## config.mk

```make
export PLATFORM = sky130hd
export DESIGN_NAME = seg_mux_display
export DESIGN_NICKNAME = d
export VERILOG_FILES = /design/src/rtl/seg_mux_display.sv
export SDC_FILE = /design/constraint.sdc
export NUM_CORES = 1
export LEC_CHECK = 0
export ABC_CLOCK_PERIOD_IN_PS = 8500
export CORE_UTILIZATION = 40
export DETAILED_ROUTE_END_ITERATION = 10
export DONT_BUFFER_PORTS = 1
export GPL_TIMING_DRIVEN = 0
export PLACE_DENSITY_LB_ADDON = 0.08
export SYNTH_ARGS = -nofsm -noshare
export SYNTH_HDL_FRONTEND = slang
export SYNTH_SLANG_ARGS = --single-unit
```

## constraint.sdc

```tcl
create_clock -name clk_100mhz -period 8.5 [get_ports clk_100mhz]
set_clock_uncertainty 0.05 [all_clocks]
set_input_delay 0.85 -clock clk_100mhz [delete_from_list [all_inputs] [get_ports clk_100mhz]]
set_output_delay 0.85 -clock clk_100mhz [all_outputs]
set_load 0.01 [all_outputs]
```

## src/rtl/seg_mux_display.sv

```systemverilog
// Multiplexed common-anode seven-segment driver. Digit entries are written into
// a shadow buffer and copied to the displayed (active) buffer only at a frame
// boundary, so a frame never mixes old and new digits. Each digit slot opens
// with a dead time (anodes off) to avoid ghosting, and the anode on-window is
// shortened for PWM brightness. All pin outputs are registered.
module seg_mux_display #(
  parameter int DIGITS   = 8,
  parameter int STEP     = 10000,
  parameter int DEAD     = 16,
  parameter int BRIGHT_W = 3
) (
  input  logic                      clk_100mhz,
  input  logic                      nrst,
  input  logic                      wr_valid,
  output logic                      wr_ready,
  input  logic [$clog2(DIGITS)-1:0] wr_idx,
  input  logic [3:0]                wr_val,
  input  logic                      wr_dp,
  input  logic                      wr_en,
  input  logic                      commit,
  output logic                      commit_done,
  input  logic                      hex,
  input  logic [BRIGHT_W-1:0]       bright,
  output logic [6:0]                seg,
  output logic                      dp,
  output logic [DIGITS-1:0]         an,
  output logic [$clog2(DIGITS)-1:0] scan_idx
);

  localparam int IW = $clog2(DIGITS);
  localparam int CW = $clog2(STEP);

  typedef struct packed {
    logic [3:0] val;
    logic       dp;
    logic       en;
  } entry_t;

  logic [CW-1:0]       cnt_q, cnt_d;
  logic [IW-1:0]       idx_q, idx_d;
  logic [BRIGHT_W-1:0] bright_r_q, bright_r_d;
  logic                pending_q, pending_d;
  logic                commit_done_q, commit_done_d;
  entry_t              shadow_q [DIGITS];
  entry_t              shadow_d [DIGITS];
  entry_t              active_q [DIGITS];
  entry_t              active_d [DIGITS];
  logic [6:0]          seg_q, seg_d;
  logic                dp_q, dp_d;
  logic [DIGITS-1:0]   an_q, an_d;
  logic [IW-1:0]       scan_idx_q, scan_idx_d;

  logic        wrap, last_idx, boundary;
  entry_t      cur;
  logic        blank, an_on;
  logic [31:0] prod, duty, cnt32;

  function automatic logic [6:0] seg_decode(input logic [3:0] v);
    case (v)
      4'h0:    seg_decode = 7'b0000001;
      4'h1:    seg_decode = 7'b1001111;
      4'h2:    seg_decode = 7'b0010010;
      4'h3:    seg_decode = 7'b0000110;
      4'h4:    seg_decode = 7'b1001100;
      4'h5:    seg_decode = 7'b0100100;
      4'h6:    seg_decode = 7'b0100000;
      4'h7:    seg_decode = 7'b0001111;
      4'h8:    seg_decode = 7'b0000000;
      4'h9:    seg_decode = 7'b0000100;
      4'hA:    seg_decode = 7'b0001000;
      4'hB:    seg_decode = 7'b1100000;
      4'hC:    seg_decode = 7'b0110001;
      4'hD:    seg_decode = 7'b1000010;
      4'hE:    seg_decode = 7'b0110000;
      4'hF:    seg_decode = 7'b0111000;
      default: seg_decode = 7'b1111111;
    endcase
  endfunction

  assign wrap     = (cnt_q == CW'(STEP - 1));
  assign last_idx = (idx_q == IW'(DIGITS - 1));
  assign boundary = wrap && last_idx;
  // writes are refused while a commit is waiting so the committed image is frozen
  assign wr_ready = !pending_q;

  // scan timing: slot counter, digit index and per-slot brightness sample
  always_comb begin
    cnt_d      = wrap ? '0 : cnt_q + CW'(1);
    idx_d      = idx_q;
    bright_r_d = bright_r_q;
    if (wrap) begin
      idx_d      = last_idx ? '0 : idx_q + IW'(1);
      bright_r_d = bright;
    end
  end

  // shadow writes, commit handshake and frame-boundary copy to active
  always_comb begin
    shadow_d      = shadow_q;
    active_d      = active_q;
    pending_d     = pending_q;
    commit_done_d = 1'b0;
    if (wr_valid && wr_ready && (int'(wr_idx) < DIGITS)) begin
      shadow_d[wr_idx] = '{val: wr_val, dp: wr_dp, en: wr_en};
    end
    // only a commit registered before the boundary cycle is applied there
    if (boundary && pending_q) begin
      active_d      = shadow_q;
      pending_d     = 1'b0;
      commit_done_d = 1'b1;
    end else if (commit && !pending_q) begin
      pending_d = 1'b1;
    end
  end

  // decode, blanking and PWM window for the digit currently scanned
  always_comb begin
    cur        = active_q[idx_q];
    blank      = !cur.en || (!hex && (cur.val > 4'd9));
    prod       = (32'(bright_r_q) + 32'd1) * 32'(STEP >> BRIGHT_W);
    duty       = (prod > 32'(STEP)) ? 32'(STEP) : prod;
    cnt32      = 32'(cnt_q);
    an_on      = !blank && (cnt32 >= 32'(DEAD)) && (cnt32 < duty);
    seg_d      = blank ? 7'b1111111 : seg_decode(cur.val);
    dp_d       = blank ? 1'b1 : !(cur.dp && cur.en);
    an_d       = '1;
    if (an_on) begin
      an_d[idx_q] = 1'b0;
    end
    scan_idx_d = idx_q;
  end

  // state and output registers
  always_ff @(posedge clk_100mhz or negedge nrst) begin
    if (!nrst) begin
      cnt_q         <= '0;
      idx_q         <= '0;
      bright_r_q    <= '1;
      pending_q     <= 1'b0;
      commit_done_q <= 1'b0;
      for (int i = 0; i < DIGITS; i++) begin
        shadow_q[i] <= '0;
        active_q[i] <= '0;
      end
      seg_q         <= 7'b1111111;
      dp_q          <= 1'b1;
      an_q          <= '1;
      scan_idx_q    <= '0;
    end else begin
      cnt_q         <= cnt_d;
      idx_q         <= idx_d;
      bright_r_q    <= bright_r_d;
      pending_q     <= pending_d;
      commit_done_q <= commit_done_d;
      shadow_q      <= shadow_d;
      active_q      <= active_d;
      seg_q         <= seg_d;
      dp_q          <= dp_d;
      an_q          <= an_d;
      scan_idx_q    <= scan_idx_d;
    end
  end

  assign commit_done = commit_done_q;
  assign seg         = seg_q;
  assign dp          = dp_q;
  assign an          = an_q;
  assign scan_idx    = scan_idx_q;

endmodule

```

==> metrics, run 1 <==
H-tree depth=4; crit end category=flip-flop; GP Congestion=0.775; Area growth syn-to-layout=13.8%; die width=131 um; internal reg-to-reg setup slack=3.15 ns; cts repair resizes=0; DRC Markers=0; critical path type=reg2reg; Post-synth EDFFs=0; Initial Util=0.415; fill count=1470; crit-path max FO=8; Setup crit start=bright_r_q[0]$_DFFE_PN1N_; sequential area share after synthesis=0.516; initial antenna violation count=0; Critical Path End=an[7]$_DFF_PN1_; Via Count=4052; worst reg2reg path endpoint=an[7]$_DFF_PN1_; routed len/inst=18.5 um; clk root buf=clkbuf_16; power per cell area=194 nW/um2; Rel. slew slack=0.0156; async set-reset flop share out of synthesis=1.00; GRT Resource Usage Total=0.179; # port buffers=0; vertical die dimension=131 um; via/cell ratio=5.32; # nets final=590; reg-to-reg startpoint=bright_r_q[0]$_DFFE_PN1N_; Final min period=5.35 ns; clock sinks=137; CP Launch Type=flip-flop; Antenna Diode Count=0; flops & latches, synth=137; Fin. Hold Viols=0; Distinct cells, synth=52; Hold Worst Slack=0.0831 ns; Top FF cell, synth=dfrtp_1; CORE AREA=16100 um2; total congestion overflow=0; Leakage=0.00366 uW; outcome=finished clean; CP Data Required Time=8.76 ns; Row Count=46; multi-input logic area=3030 um2; Worst Slack Setup Final=3.15 ns; vias in the first global route=4124; Seq. cell area=3450 um2; total wire length=14.1 mm; Core Util, Final=0.472; Peak VDD IR=165 uV; # IOs=38; hold buffers post-CTS=0; setup_tns=0 ns; final instance area=7610 um2; initial DRC count=166; syn nets=571; Clock Latency Late Sink=0.42 ns; Reg clk slew, reported paths=0.06 ns; share of post-route cells with drive strength above 1=0.231; Reg2Reg Depth=16; die footprint=17200 um2; drt first pass iters=4; maximum achievable frequency=0.187 GHz; Routed Antenna Nets=0; RSZ-0062 raised after global routing=false; setup violators final=0; Min-Delay Path Class=in2async; CTS Buf Count=17; syn_area_per_cell=13.0 um2; CTS max path bufs=2; Final Slew Violations=0; largest net degree at the start of global routing=138; Mapped Area=6690 um2; HPWL Detailed=9.63 mm; DP Area=6960 um2; dpl ws=3.15 ns; CTS tree=done; Max-Cap Viols=0; fin crit share=0.629; synth warn=0; crit path DAT=5.61 ns; Post-CTS Setup Bufs=0; Mapped Cells=513; worst-margin pin slew=1.47 ns; first-pass GRT wire length=23.2 mm
-- flip-flops by register name, indices dropped and copies added (netlist names), 3 cells and up --
name / flops
active_q: 48
an: 8
bright_r_q: 3
cnt_q: 14
idx_q: 3
scan_idx: 3
seg: 7
shadow_q: 48
-- synthesized netlist by cell type, types with 8 or more instances --
| cell | number | area, um2 |
|---|---|---|
| a211oi_1 | 8 | 60.1 |
| a21oi_1 | 11 | 55.1 |
| dfrtp_1 | 118 | 2950 |
| dfstp_2 | 19 | 499 |
| ha_1 | 39 | 488 |
| inv_1 | 16 | 60.1 |
| mux2_1 | 48 | 541 |
| mux2_2 | 52 | 586 |
| mux2i_1 | 12 | 120 |
| nand2_1 | 23 | 86.3 |
| nand3_1 | 16 | 80.1 |
| nand4_1 | 8 | 50.1 |
| nor2_1 | 24 | 90.1 |
| o21ai_0 | 18 | 90.1 |
| xnor2_1 | 8 | 70.1 |
| xor2_1 | 9 | 78.8 |
-- cells by family (layout without fill, tap and decap cells) --
group | Yosys count | in the layout | share of synthesized area
flip-flops | 137 | 137 | 0.516
AO/OA/AOI/OAI | 64 | 64 | 0.0653
buffers and inverters | 33 | 65 | 0.0311
multiplexers | 118 | 118 | 0.207
adder cells (fa/ha/maj) | 41 | 41 | 0.0789
XOR/XNOR | 17 | 17 | 0.0223
AND/OR/NAND/NOR | 103 | 103 | 0.0799
-- metal layers --
layer	vias up	wire (um)	global-route usage
li1	1904	-	-
met5	-	0	0
met3	14	625	0.0394
met1	2059	6910	0.254
met2	75	6380	0.268
met4	0	183	0.0620
-- power breakdown --
group,switching (uW),internal [uW]
combinational,2.38,5.56
sequential,2.94,660
clock,273,536
total,279,1200
-- stage by stage --
stage,power [uW],instances
global route,1530,761
floorplan,680,513
detailed placement,682,729
CTS,1500,761
finish,1480,761
global placement,681,729
-- worst min-delay path by stage --
stage / slack (ns) / endpoint / depth (start not counted)
global placement: 0.40 / scan_idx[0]$_DFF_PN0_ / 0
global route: 0.05 / scan_idx[1]$_DFF_PN0_ / 0
floorplan: 0.32 / scan_idx[0]$_DFF_PN0_ / 0
detailed placement: 0.41 / scan_idx[0]$_DFF_PN0_ / 0
CTS: 0.06 / cnt_q[3]$_DFF_PN0_ / 0
finish: 0.08 / cnt_q[3]$_DFF_PN0_ / 0
-- critical path, stage by stage, from the launching register on --
cell and delay (ns):
dfstp_2 0.64, ha_1 0.19, xor2_1 0.62, inv_1 0.25
fa_1 0.52, ha_1 0.31, ha_1 0.28, a21oi_1 0.23
o21ai_0 0.14, a21oi_1 0.36, xnor2_1 0.16, nand2_1 0.08
ha_1 0.29, a2111oi_0 0.33, o21ai_0 0.15, o22ai_1 0.45
o21ai_0 0.19
-- cells in the final DEF (no fill, tap or decap), types with 16 or more instances in the layout --
cell type  instances
clkbuf_16         17
dfrtp_1          118
dfstp_2           19
ha_1              39
inv_1             16
mux2_1            48
mux2_2            52
nand2_1           23
nand3_1           16
nor2_1            24
o21ai_0           18
-- layout make-up --
| cell class | count | share of cell area |
|---|---|---|
| well taps | 216 | 0.0355 |
| flip-flops and latches | 137 | 0.453 |
| clock buffers | 21 | 0.0605 |
| inverters | 16 | 0.00789 |
| clock inverters | 11 | 0.0253 |
| multi-input cells | 343 | 0.398 |
| plain buffers | 17 | 0.0194 |
(Power assumes the default switching activity.)
==> inputs of run 2 (changes only) <==
--- a/config.mk
+++ b/config.mk
@@ -5,7 +5,8 @@
 export SDC_FILE = /design/constraint.sdc
 export NUM_CORES = 1
 export LEC_CHECK = 0
-export ABC_CLOCK_PERIOD_IN_PS = 8500
+export ABC_AREA = 1
+export ABC_CLOCK_PERIOD_IN_PS = 5350
 export CORE_UTILIZATION = 40
 export DETAILED_ROUTE_END_ITERATION = 10
 export DONT_BUFFER_PORTS = 1
==> constraint.sdc (replaced) <==
create_clock -name clk_100mhz -period 5.35 [get_ports clk_100mhz]
set_clock_uncertainty 0.05 [all_clocks]
set_input_delay 0.535 -clock clk_100mhz [delete_from_list [all_inputs] [get_ports clk_100mhz]]
set_output_delay 0.535 -clock clk_100mhz [all_outputs]
set_load 0.01 [all_outputs]
==> run 2 against run 1 <==
  * Worst hold slack lost 0.048 ns
  * Global-route usage grew 1.4 points
  * Non-clock buffer count grew 10
  * Clock-buffer cell count shrank 2
  * Synthesized cell count grew 55%
  * Sequential power grew 60%
  * First-iteration DRC count grew 85%
  * Wire length grew 8.1%
  * Sequential share of layout area grew 0.28 points
  * Cell count grew 37%
  * Via count grew 26%
  * Maximum frequency grew 8.9%
  * Critical path type unchanged
  * Largest cell class unchanged
  * Largest power group unchanged
==> metrics, run 2 <==
syn_area_per_cell=8.39 um2 (-36%); Setup crit start=bright_r_q[0]$_DFFE_PN1N_; sequential area share after synthesis=0.518 (+0.00145); Top FF cell, synth=dfrtp_1; RSZ-0062 raised after global routing=false; internal reg-to-reg setup slack=0.44 ns (-2.71 ns); most common cell after layout, fill and taps aside=nand2_1; Min-Delay Path Class=in2async; CTS max path bufs=2 (unchanged); initial DRC count=307 (+85%); Via Count=5118 (+26%); CP cell instances=inv_1, ha_1, inv_1, fa_1, ha_1, ha_1, nand3_1, nand3_1, a21oi_1, o21bai_1, nor2_1, nand2_1, nand2_1, o21ai_0, ha_1, a21oi_1, o21ai_0, a21oi_1, nor3_1, nor2_2, nand3_1; WP buf/inv=2 (+1); post-synth top area cell=dfrtp_1; largest net degree at the start of global routing=138 (unchanged); placed cells=1011 (+39%); crit end category=flip-flop; top cells by count, synth=nand2_1, dfrtp_1, inv_1, o21ai_0, ha_1; Largest regs=active_q (48), shadow_q (48), cnt_q (14); CTS Buf Count=17 (unchanged); total congestion overflow=0 (unchanged); Leakage=0.00381 uW (+4.0%); # port buffers=0 (unchanged); synth warn=0 (unchanged); Final min period=4.91 ns (-0.439 ns); Worst path slowest cell=dfstp_2; async set-reset flop share out of synthesis=1.00 (unchanged); # IOs=38 (unchanged); Post-CTS Setup Bufs=0 (unchanged); CP Data Required Time=5.61 ns (-3.15 ns); Reg clk slew, reported paths=0.06 ns (about the same); GP Congestion=0.878 (+13%); fin crit share=0.918 (+0.289); crit path DAT=5.17 ns (-0.44 ns); CP max stage delay=0.62 ns (-0.02 ns); initial antenna violation count=0 (unchanged); die footprint=17200 um2 (-0.27%); Initial Util=0.415 (about the same); setup_tns=0 ns (unchanged); CP Launch Type=flip-flop; commonest cells after routing, fill and taps aside=nand2_1, dfrtp_1, inv_1, o21ai_0, ha_1; outcome=finished clean; syn nets=853 (+49%); # nets final=873 (+48%); Fin. Hold Viols=0 (unchanged); Area growth syn-to-layout=13.4%; Row Count=46 (unchanged); worst reg2reg path endpoint=an[3]$_DFF_PN1_; clk root buf=clkbuf_16; vias in the first global route=5043 (+22%); Rel. slew slack=0.537 (+0.522); Critical Path End=an[3]$_DFF_PN1_; vertical die dimension=131 um (-0.14%); Peak VDD IR=223 uV (+35%); DRC Markers=0 (unchanged); top cell type's share of synthesized area=0.443 (+0.00124); HPWL Detailed=11.2 mm (+17%); Hold Worst Slack=0.0349 ns (-0.0481 ns); Area contributors post-synth=dfrtp_1, nand2_1, dfstp_2; reg-to-reg startpoint=bright_r_q[0]$_DFFE_PN1N_; setup violators final=0 (unchanged); count leader, synth=nand2_1; flops & latches, synth=137 (unchanged); critical path type=reg2reg; Distinct cells, synth=34 (-35%); Crit path depth=21 (+5); H-tree depth=4 (unchanged); Post-synth EDFFs=0 (unchanged); total wire length=15.2 mm (+8.1%); Routed Antenna Nets=0 (unchanged); Final Slew Violations=0 (unchanged); first-pass GRT wire length=25.8 mm (+11%); drt first pass iters=7 (+3); Antenna Diode Count=0 (unchanged); via/cell ratio=4.90 (-7.9%); routed len/inst=14.6 um (-21%); Mapped Area=6670 um2 (-0.28%); CTS tree=done; Max-Cap Viols=0 (unchanged); most used cell, CP=ha_1; Final Non-Filler Cells=1044 (+37%); Reg2Reg Depth=21 (+5); worst-margin pin slew=0.694 ns (-0.780 ns); power per cell area=301 nW/um2 (+55%); crit-path max FO=8 (unchanged); Mapped Cells=795 (+55%); Clock Latency Late Sink=0.42 ns (about the same); die width=131 um (-0.14%); share of post-route cells with drive strength above 1=0.0978 (-0.133); clock sinks=137 (unchanged); CORE AREA=16100 um2 (-0.36%); Top delay family on crit path=adder cells; maximum achievable frequency=0.204 GHz (+8.9%); GRT Resource Usage Total=0.193 (+0.0141)
run 2: cell types whose count changed after synthesis, sizes merged, moves of 6 or more:
cell    before  now
a211oi       8    0
a21oi       13   20
clkbuf       6   13
inv         16   80
mux2       100    0
mux2i       12    0
mux4         6    0
nand2       23  298
nand3       16   30
nor2        24   34
o21ai       19   89
xnor2        8    1
run 2: layout make-up:
cell class,count,area (um2)
inverters,80,300
clock inverters,13,153
plain buffers,26,135
repair buffers,1,27.5
fillers,1577,8490
flip-flops and latches,137,3450
well taps,216,270
multi-input cells,552,2790
clock buffers,19,443
run 2: worst min path at each step:
stage          startpoint                 endpoint  slack (ns)
2_1_floorplan        nrst  active_q[0]$_DFFE_PN0P_        0.19
3_3_place_gp         nrst       cnt_q[2]$_DFF_PN0_        0.20
3_5_place_dp         nrst       cnt_q[2]$_DFF_PN0_        0.20
4_1_cts              nrst     idx_q[1]$_DFFE_PN0N_        0.08
5_1_grt              nrst       cnt_q[6]$_DFF_PN0_        0.11
6_report             nrst       cnt_q[6]$_DFF_PN0_        0.03
run 2: report_power, final:
part | internal [uW] | leakage (uW) | switching [uW]
clock network | 740 | 0.000292 | 433
logic | 9.31 | 0.00177 | 33.4
registers | 1050 | 0.00174 | 6.64
total | 1800 | 0.00381 | 473
run 2: timing repair:
action / CTS / global route
endpoints found under the hold margin: 137 / 0
hold buffers: 1 / 0
endpoints found under the setup margin: 0 / 8
gates resized for setup: 0 / 1
run 2: layer usage:
layer / global-route usage / vias up / part of all wire / wire length (um)
met2: 0.311 / 74 / 0.47 / 7220
met5: 0 / - / 0 / 0
met4: 0.0542 / 0 / 0.011 / 168
li1: - / 2582 / - / -
met1: 0.259 / 2446 / 0.48 / 7360
met3: 0.0432 / 16 / 0.033 / 497
run 2: logic make-up after synthesis:
family,share of synthesized area
fa+ha+maj,0.0792
flops,0.518
compound gates,0.0887
simple gates,0.239
xor+xnor,0.0105
buf+inv,0.0653
run 2: per-stage QoR:
step	util	area (um2)	total power [uW]	setup WS, ns
2_1_floorplan	-	6670	1090	1.21
3_3_place_gp	0.432	6940	1100	0.449
3_5_place_dp	0.432	6940	1100	0.286
4_1_cts	0.471	7560	2310	0.275
5_1_grt	0.471	7570	2360	0.103
6_report	0.471	7570	2280	0.439
